### src/rtl/veririsc_pkg.sv
// Shared VeriRISC definitions: the opcode encoding used by both the ALU and the
// controller, and the eight-phase instruction-cycle enumeration.
package veririsc_pkg;

  localparam int OPCODE_W = 3;

  localparam logic [OPCODE_W-1:0] OP_HLT = 3'b000;
  localparam logic [OPCODE_W-1:0] OP_SKZ = 3'b001;
  localparam logic [OPCODE_W-1:0] OP_ADD = 3'b010;
  localparam logic [OPCODE_W-1:0] OP_AND = 3'b011;
  localparam logic [OPCODE_W-1:0] OP_XOR = 3'b100;
  localparam logic [OPCODE_W-1:0] OP_LDA = 3'b101;
  localparam logic [OPCODE_W-1:0] OP_STO = 3'b110;
  localparam logic [OPCODE_W-1:0] OP_JMP = 3'b111;

  typedef enum logic [2:0] {
    PH_INST_ADDR  = 3'd0,
    PH_INST_FETCH = 3'd1,
    PH_INST_LOAD  = 3'd2,
    PH_IDLE       = 3'd3,
    PH_OP_ADDR    = 3'd4,
    PH_OP_FETCH   = 3'd5,
    PH_ALU_OP     = 3'd6,
    PH_STORE      = 3'd7
  } phase_t;

endpackage

### src/rtl/controller.sv
// VeriRISC controller: eight-phase sequencer with combinational control decode.
// Define CTRL_HALT_LATCH_EN to freeze at OP_ADDR on HLT until a go strobe.
module controller
  import veririsc_pkg::*;
(
  input  logic                clk,
  input  logic                rst_n,
  input  logic [OPCODE_W-1:0] opcode,
  input  logic                zero,
`ifdef CTRL_HALT_LATCH_EN
  input  logic                go,
`endif
  output logic                sel,
  output logic                rd,
  output logic                ld_ir,
  output logic                inc_pc,
  output logic                halt,
  output logic                ld_pc,
  output logic                data_e,
  output logic                ld_ac,
  output logic                wr,
  output logic [2:0]          phase
);

  phase_t phase_q;
  phase_t phase_d;

  logic is_hlt;
  logic is_skz;
  logic is_jmp;
  logic is_sto;
  logic is_aluop;

  assign is_hlt   = (opcode == OP_HLT);
  assign is_skz   = (opcode == OP_SKZ);
  assign is_jmp   = (opcode == OP_JMP);
  assign is_sto   = (opcode == OP_STO);
  assign is_aluop = (opcode == OP_ADD) || (opcode == OP_AND) ||
                    (opcode == OP_XOR) || (opcode == OP_LDA);

  // NOTE: state registers use non-blocking assignments so every flop samples
  // pre-edge values; the async reset forces INST_ADDR without a clock.
  always_ff @(posedge clk or negedge rst_n) begin
    if (!rst_n) begin
      phase_q <= PH_INST_ADDR;
    end else begin
      phase_q <= phase_d;
    end
  end

  always_comb begin
    phase_d = phase_t'(phase_q + 3'd1);
`ifdef CTRL_HALT_LATCH_EN
    if (phase_q == PH_OP_ADDR && is_hlt && !go) begin
      phase_d = phase_q;
    end
`endif
  end

  // NOTE: every output gets a default before the case so no latch is inferred.
  always_comb begin
    sel    = 1'b0;
    rd     = 1'b0;
    ld_ir  = 1'b0;
    inc_pc = 1'b0;
    halt   = 1'b0;
    ld_pc  = 1'b0;
    data_e = 1'b0;
    ld_ac  = 1'b0;
    wr     = 1'b0;
    unique case (phase_q)
      PH_INST_ADDR: begin
        sel = 1'b1;
      end
      PH_INST_FETCH: begin
        sel = 1'b1;
        rd  = 1'b1;
      end
      PH_INST_LOAD, PH_IDLE: begin
        sel   = 1'b1;
        rd    = 1'b1;
        ld_ir = 1'b1;
      end
      PH_OP_ADDR: begin
        inc_pc = 1'b1;
        halt   = is_hlt;
      end
      PH_OP_FETCH: begin
        rd = is_aluop;
      end
      PH_ALU_OP: begin
        rd     = is_aluop;
        inc_pc = is_skz && zero;
        ld_pc  = is_jmp;
        data_e = is_sto;
      end
      PH_STORE: begin
        rd     = is_aluop;
        inc_pc = is_jmp;
        ld_pc  = is_jmp;
        data_e = is_sto;
        ld_ac  = is_aluop;
        wr     = is_sto;
      end
      default: ;
    endcase
  end

  assign phase = phase_q;

endmodule
### config.mk
export PLATFORM = sky130hd
export DESIGN_NAME = controller
export DESIGN_NICKNAME = d
export VERILOG_FILES = /design/src/rtl/veririsc_pkg.sv /design/src/rtl/controller.sv
export SDC_FILE = /design/constraint.sdc
export NUM_CORES = 1
export LEC_CHECK = 0
export BUFFER_PORTS_ARGS = -buffer_cell sky130_fd_sc_hd__buf_2
export CORE_AREA = 2 2 39 41
export DETAILED_ROUTE_END_ITERATION = 10
export DIE_AREA = 0 0 41 43
export GPL_TIMING_DRIVEN = 0
export SYNTH_ARGS = -nofsm -noshare
export SYNTH_HDL_FRONTEND = slang
export SYNTH_SLANG_ARGS = --single-unit
### constraint.sdc
create_clock -name clk -period 2.47 [get_ports clk]
set_input_delay 0.494 -clock clk [delete_from_list [all_inputs] [get_ports clk]]
set_output_delay 0.494 -clock clk [all_outputs]
set_load 0.01 [all_outputs]
======== Word level (Yosys, flattened, before mapping) ========
Cells that the tools add are included.
cells by class
  add/sub/neg operators ................... 1
  reductions and logical operators ........ 11
  eq/ne operators ......................... 14
  muxes and demuxes ....................... 9
operator list
  operator               count
  $eq A3 B3 Y1 const B   8
  $eq A3 B2 Y1 const B   4
  $mux W1                7
  $eq A3 B1 Y1 const B   2
  $logic_not A3 Y1       2
  $reduce_or A3 Y1       2
  $reduce_or A2 Y1       2
  $reduce_or A4 Y1       1
  $add A3 B1 Y3 const B  1
  $logic_or A1 B1 Y1     3
  $pmux W1 S3            1
  $pmux W1 S2            1
  $logic_and A1 B1 Y1    1
storage, ports and cells
  flip-flop bits (word level) ............. 3
  logic and storage cells ................. 36
  input bits .............................. 6

======== Logic depth before layout (Yosys ltp) ========
Gate-level depths: netlist (run 1).
  word-level depth ........................ 5
  gate-level depth with buffers ........... 5
  depth with buffers taken out ............ 5

======== Least setup slack after synthesis (run 1) ========
OpenSTA, ideal clock, no wires.
  path type ............................... reg2out
  start ................................... register phase_q[0] (netlist: phase[0])
  end ..................................... output port rd
  path slack .............................. 712 ps
  path buffers ............................ 0
  cell stages (with the launch flop) ...... 6
  required time ........................... 1,976 ps
  arrival ................................. 1,264 ps
  cells stage by stage .................... dfrtp_1 -> ha_1 -> ha_1 -> a21oi_1 -> nor2b_1 -> o21ai_1
on the way
  word-level cells in the longest chain between the ends .. 3
RTL lines
  item                                        RTL line          source
  start: declaration                          controller.sv:25  phase_t phase_q;
  start signal: assignment                    controller.sv:47  phase_q <= phase_d;
  $eq A3 B3 Y1, or another cell as far along  controller.sv:71  unique case (phase_q)
  $reduce_or A3 Y1 (no line)                  --
  $pmux W1 S2 (*)                             controller.sv:71
  end: declaration                            controller.sv:14  output logic rd,
Mark *: on every way between the ends. The rest lies on a longest branch, timed or not.

======== Worst setup path in the final report (run 1) ========
Ends and elaborated chain as after synthesis.

==> results.md, run 1 <==
- Hold_buf cts: 0
- Synthesis Warnings: 0
- Leading cell type in the layout, fill and taps excluded: buf_2
- Global-route met3 utilization: 0%
- CTS H-tree lvls: 1
- Setup crit start kind: flop
- Switching fraction of total power: 21.4%
- Min cycle time layout: 2.17 ns
- Post-synth ARST share: 100%
- Critical Path Source: phase[0]
- Gp weighted congestion: 0.635
- IO Count: 18
- Max reg flops: 3
- Post-CTS setup buffers: 0
- Area growth from synthesis to layout: 47.5%
- CTS-repair resized insts: 0
- Status: finished, final reports clean
- GRT busiest layer: met2
- R2R Setup Slk: 1.44 ns
- Clock tree buffer depth: 2
- Syn Nets: 45
- Largest net degree at the start of global routing: 7
- Post-Syn Instances: 33
- FILL cells: 167
- Initial DRC count: 3
- Cell Area, Placed: 382 µm²
- Share of layout cells above drive strength 1: 38.9%
- Input/output buffers: 17
- Wirelength per Cell: 9.39 µm
- Leakage: 0.237 nW
- Largest cells by area after synthesis: dfrtp_1 27%, ha_1 27%, a21oi_1 5.4%
- Fin area: 408 µm²
- WP data arrival: 1.67 ns
- Vias: 296
- Final Setup Violations: 0
- RSZ-0062 raised after global routing: no
- Worst setup EP type: primary output
- Maxcap violations: 0
- Detailed-route DRC error count: 0
- Reg2reg end: phase[2]
- Post-Route Utilization: 29.5%
- Number of flops mapped to enable cells by yosys: 0
- Clock network fraction of total power: 58.7%
- Initial core utilization: 20.0%
- Comb pwr share: 7.3%
- DRT antenna net count: 0
- DR pass1 iterations: 4
- Final period util: 87.7%
- DP HPWL: 539 µm
- Setup CP Type: reg -> out
- RR Startpoint: phase[0]
- Full die area: 1760 µm²
- First-pass GRT wire length: 993 µm
- Slew Limit Headroom: 84.3%
- Met2 GRT Util: 11.9%
- Worst-path clk slew: 0.04 ns
- Fin. Hold Viols: 0
- Vias per cell: 4.23
- Sum of negative setup slack: 0 ns
- Rows: 14
- Core Box Area: 1380 µm²
- Unique masters post-synth: 17
- Worst r2r path cells: 3
- Final Max Tran Viols: 0
- Vias in the first global route: 285
- VDD IR max: 0.000200 V
- GRT overflow: 0
- Avg Cell Area, Syn: 8.38 µm²
- Clock sink count: 3
- Top FF cell, synth: dfrtp_1
- Final WL: 657 µm
- Die width: 41 µm
- Overall Global Routing Usage: 8.15%
- Seq cells post-synth: 3
- Most frequent cells in the layout: 17 x buf_2, 6 x ha_1, 4 x inv_1
- Total power draw: 145 µW
- Fmax: 462 MHz
- Die H: 43 µm
- CTS tree: done
- Worst-path maximum fanout: 4
- P_sw: 31.0 µW
- Area occupied by multi-input gates: 183 µm²
- Least-Margin Pin Slew: 0.235 ns
- HP Class: in -> async
- Post-layout nets: 67
- Seq. cell area: 75.1 µm²
- Num CTS Buffers: 3
- Skew final: 0.00285 ns
- Largest area contributor in the synthesized netlist: dfrtp_1
- Internal: 114 µW
- M1 GR Usage: 11.0%
- Clock Latency Late Sink: 0.23 ns
- Yosys top cell area share: 27.1%
- Post-synthesis sequential area ratio: 27.1%
- Req. time, crit path: 1.98 ns
- Initial antenna violation count: 0
- Sequential Power Share: 34.1%
- Post-Syn Area: 277 µm²
- Antenna diodes: 0
- PD cells: 356 nW/µm²
- Root Buffer: clkbuf_4
-- worst max-delay path, stage by stage (launching register included) --
cell     delay [ns]
dfrtp_1        0.40
ha_1           0.23
ha_1           0.22
a21oi_1        0.22
nor2b_1        0.17
o21ai_1        0.06
buf_2          0.14
-- synth_stat cells, types with 2 or more instances --
cell and count:
a21oi_1 3, dfrtp_1 3, ha_1 6, inv_1 4
nand2_1 2, nor2_1 2, nor3b_1 2, o21ai_1 2
-- per-stage QoR --
step | hold WS [ns] | setup slack [ns] | cells
floorplan | 0.198 | 0.712 | 33
global placement | 0.290 | 0.557 | 66
detailed placement | 0.293 | 0.548 | 66
CTS | 0.0414 | 0.279 | 70
global route | 0.0442 | 0.197 | 70
finish | 0.0497 | 0.303 | 70
-- kinds of logic after synthesis --
family / Yosys count / share of synthesized area [%]
xor gates and xnor gates: 1 / 3.17
buffers and inverters: 5 / 6.78
DFF: 3 / 27.1
AOI/OAI and AO/OA: 7 / 14.0
adders and majority gates: 6 / 27.1
and+or+nand+nor: 11 / 21.7
-- per-layer routing --
layer	up-vias	share of wire [%]
li1	153	-
met1	130	45
met2	13	48
met3	0	6.8
met4	0	0
met5	-	0
-- how the worst max path moves through the flow --
stage                     depth (start not counted)  endpoint  slack, ns
after detailed placement                          6        rd       0.55
final                                             6        rd       0.30
after global routing                              6        rd       0.20
after floorplan                                   5        rd       0.71
after global placement                            6        rd       0.56
after CTS                                         6        rd       0.28
-- power by group through the flow --
stage          registers (mW)  clock network, mW  logic [mW]
6_report               0.0494             0.0851      0.0106
2_1_floorplan          0.0501                  0     0.00263
4_1_cts                0.0494             0.0907      0.0106
5_1_grt                0.0494             0.0909      0.0115
3_3_place_gp           0.0500                  0      0.0102
3_5_place_dp           0.0500                  0      0.0105
-- cell type report --
type | instances | area share [%]
Clock buffer | 4 | 6.44
Inverter | 5 | 4.60
Multi-Input combinational cell | 25 | 44.8
Sequential cell | 3 | 18.4
Tap cell | 16 | 4.91
Timing Repair Buffer | 17 | 20.9
(Power assumes the default switching activity.)
==> run 2: changes to the inputs <==
- CELL_PAD_IN_SITES_DETAIL_PLACEMENT: unset -> 1
- CELL_PAD_IN_SITES_GLOBAL_PLACEMENT: unset -> 1
- PLACE_DENSITY_LB_ADDON: unset -> 0.1
==> results.md, run 2 (synthesis gave the netlist of run 1 again) <==
- Status: finished, final reports clean
- Min cycle time layout: 2.21 ns
- Largest net degree at the start of global routing: 7
- CTS H-tree lvls: 1
- Placed cell count: 66
- Vias per cell: 4.31
- Overall Global Routing Usage: 11.3%
- Fin. Hold Viols: 0
- Sum of negative setup slack: 0 ns
- Initial DRC count: 4
- Leakage: 0.237 nW
- Die H: 43 µm
- Slew Limit Headroom: 82.5%
- Clock Latency Late Sink: 0.23 ns
- Worst setup EP type: primary output
- Num CTS Buffers: 3
- Area growth from synthesis to layout: 47.5%
- Hold_buf cts: 0
- HP Class: in -> async
- Core Box Area: 1380 µm²
- Clock tree buffer depth: 2
- Max reg flops: 3
- GRT overflow: 0
- RSZ-0062 raised after global routing: no
- Maxcap violations: 0
- First-pass GRT wire length: 1.30 mm
- Full die area: 1760 µm²
- DR pass1 iterations: 2
- Final period util: 89.5%
- Root Buffer: clkbuf_4
- Final Setup Violations: 0
- Antenna diodes: 0
- IO Count: 18
- Skew final: 0.00399 ns
- Final Max Tran Viols: 0
- CTS tree: done
- FILL cells: 184
- Gp weighted congestion: 0.640
- Share of layout cells above drive strength 1: 38.9%
- Least-Margin Pin Slew: 0.262 ns
- Die width: 41 µm
- Leading cell type in the layout, fill and taps excluded: buf_2
- Initial antenna violation count: 0
- DP HPWL: 690 µm
- Initial core utilization: 20.0%
- Req. time, crit path: 1.98 ns
- CTS-repair resized insts: 0
- Setup CP Type: reg -> out
- Input/output buffers: 17
- Most frequent cells in the layout: 17 x buf_2, 6 x ha_1, 4 x inv_1
- Worst-path maximum fanout: 4
- Setup crit start kind: flop
- WP data arrival: 1.72 ns
- Vias in the first global route: 305
- DRT antenna net count: 0
- Post-CTS setup buffers: 0
- Finished Layout Cells: 70
- Vias: 302
- Worst-path clk slew: 0.04 ns
- PD cells: 355 nW/µm²
- Final WL: 781 µm
- Post-layout nets: 67
- VDD IR max: 0.000177 V
- Fmax: 452 MHz
- Rows: 14
- Detailed-route DRC error count: 0
- Wirelength per Cell: 11.2 µm
- Clock sink count: 3
[run 2: worst paths after layout]
path,from,end,slack [ns],depth (start not counted)
worst max-delay path,phase[0],rd,0.26,6
worst min-delay path,rst_n,phase[0],0.05,1
worst max register to register,phase[0],phase[2],1.42,3
worst min register to register,phase[0],phase[0],0.54,1
max in group asynchronous,rst_n,phase[1],2.31,1
min in group clk,phase[0],phase[0],0.54,1
[run 2: through the flow]
stage / utilization [%] / instance area (µm²) / hold slack (ns) / setup slack [ns] / total power [mW]
finish: 29.5 / 408 / 0.0507 / 0.258 / 0.145
global placement: 27.6 / 382 / 0.292 / 0.526 / 0.0602
detailed placement: 27.6 / 382 / 0.295 / 0.486 / 0.0609
CTS: 29.5 / 408 / 0.0396 / 0.224 / 0.152
floorplan: - / 277 / 0.198 / 0.712 / 0.0527
global route: 29.5 / 408 / 0.0405 / 0.136 / 0.156
[run 2: metal layers]
layer  global-route usage [%]  vias up  share of wire [%]
met3                     3.66        0                3.8
met2                     18.1        7                 58
met5                        0        -                  0
met1                     11.3      138                 38
met4                     8.00        0                  0
li1                         -      157                  -
[run 2: layout make-up]
cell class | count | area [µm²] | area share (%)
clock buffer | 4 | 26.3 | 6.44
multi-input combinational | 25 | 183 | 44.8
timing repair buffer | 17 | 85.1 | 20.9
sequential | 3 | 75.1 | 18.4
inverter | 5 | 18.8 | 4.60
tap | 16 | 20.0 | 4.91
[run 2: critical path, cell delays in order, from the launching register on]
cell     delay (ns)
dfrtp_1        0.40
ha_1           0.23
ha_1           0.22
a21oi_1        0.24
nor2b_1        0.18
o21ai_1        0.06
buf_2          0.14
[run 2: report_power, final]
| part | internal [mW] | total (mW) | switching (mW) |
|---|---|---|---|
| logic | 0.00418 | 0.0108 | 0.00664 |
| registers | 0.0494 | 0.0494 | 0 |
| clock network | 0.0605 | 0.0846 | 0.0242 |
| total | 0.114 | 0.145 | 0.0308 |
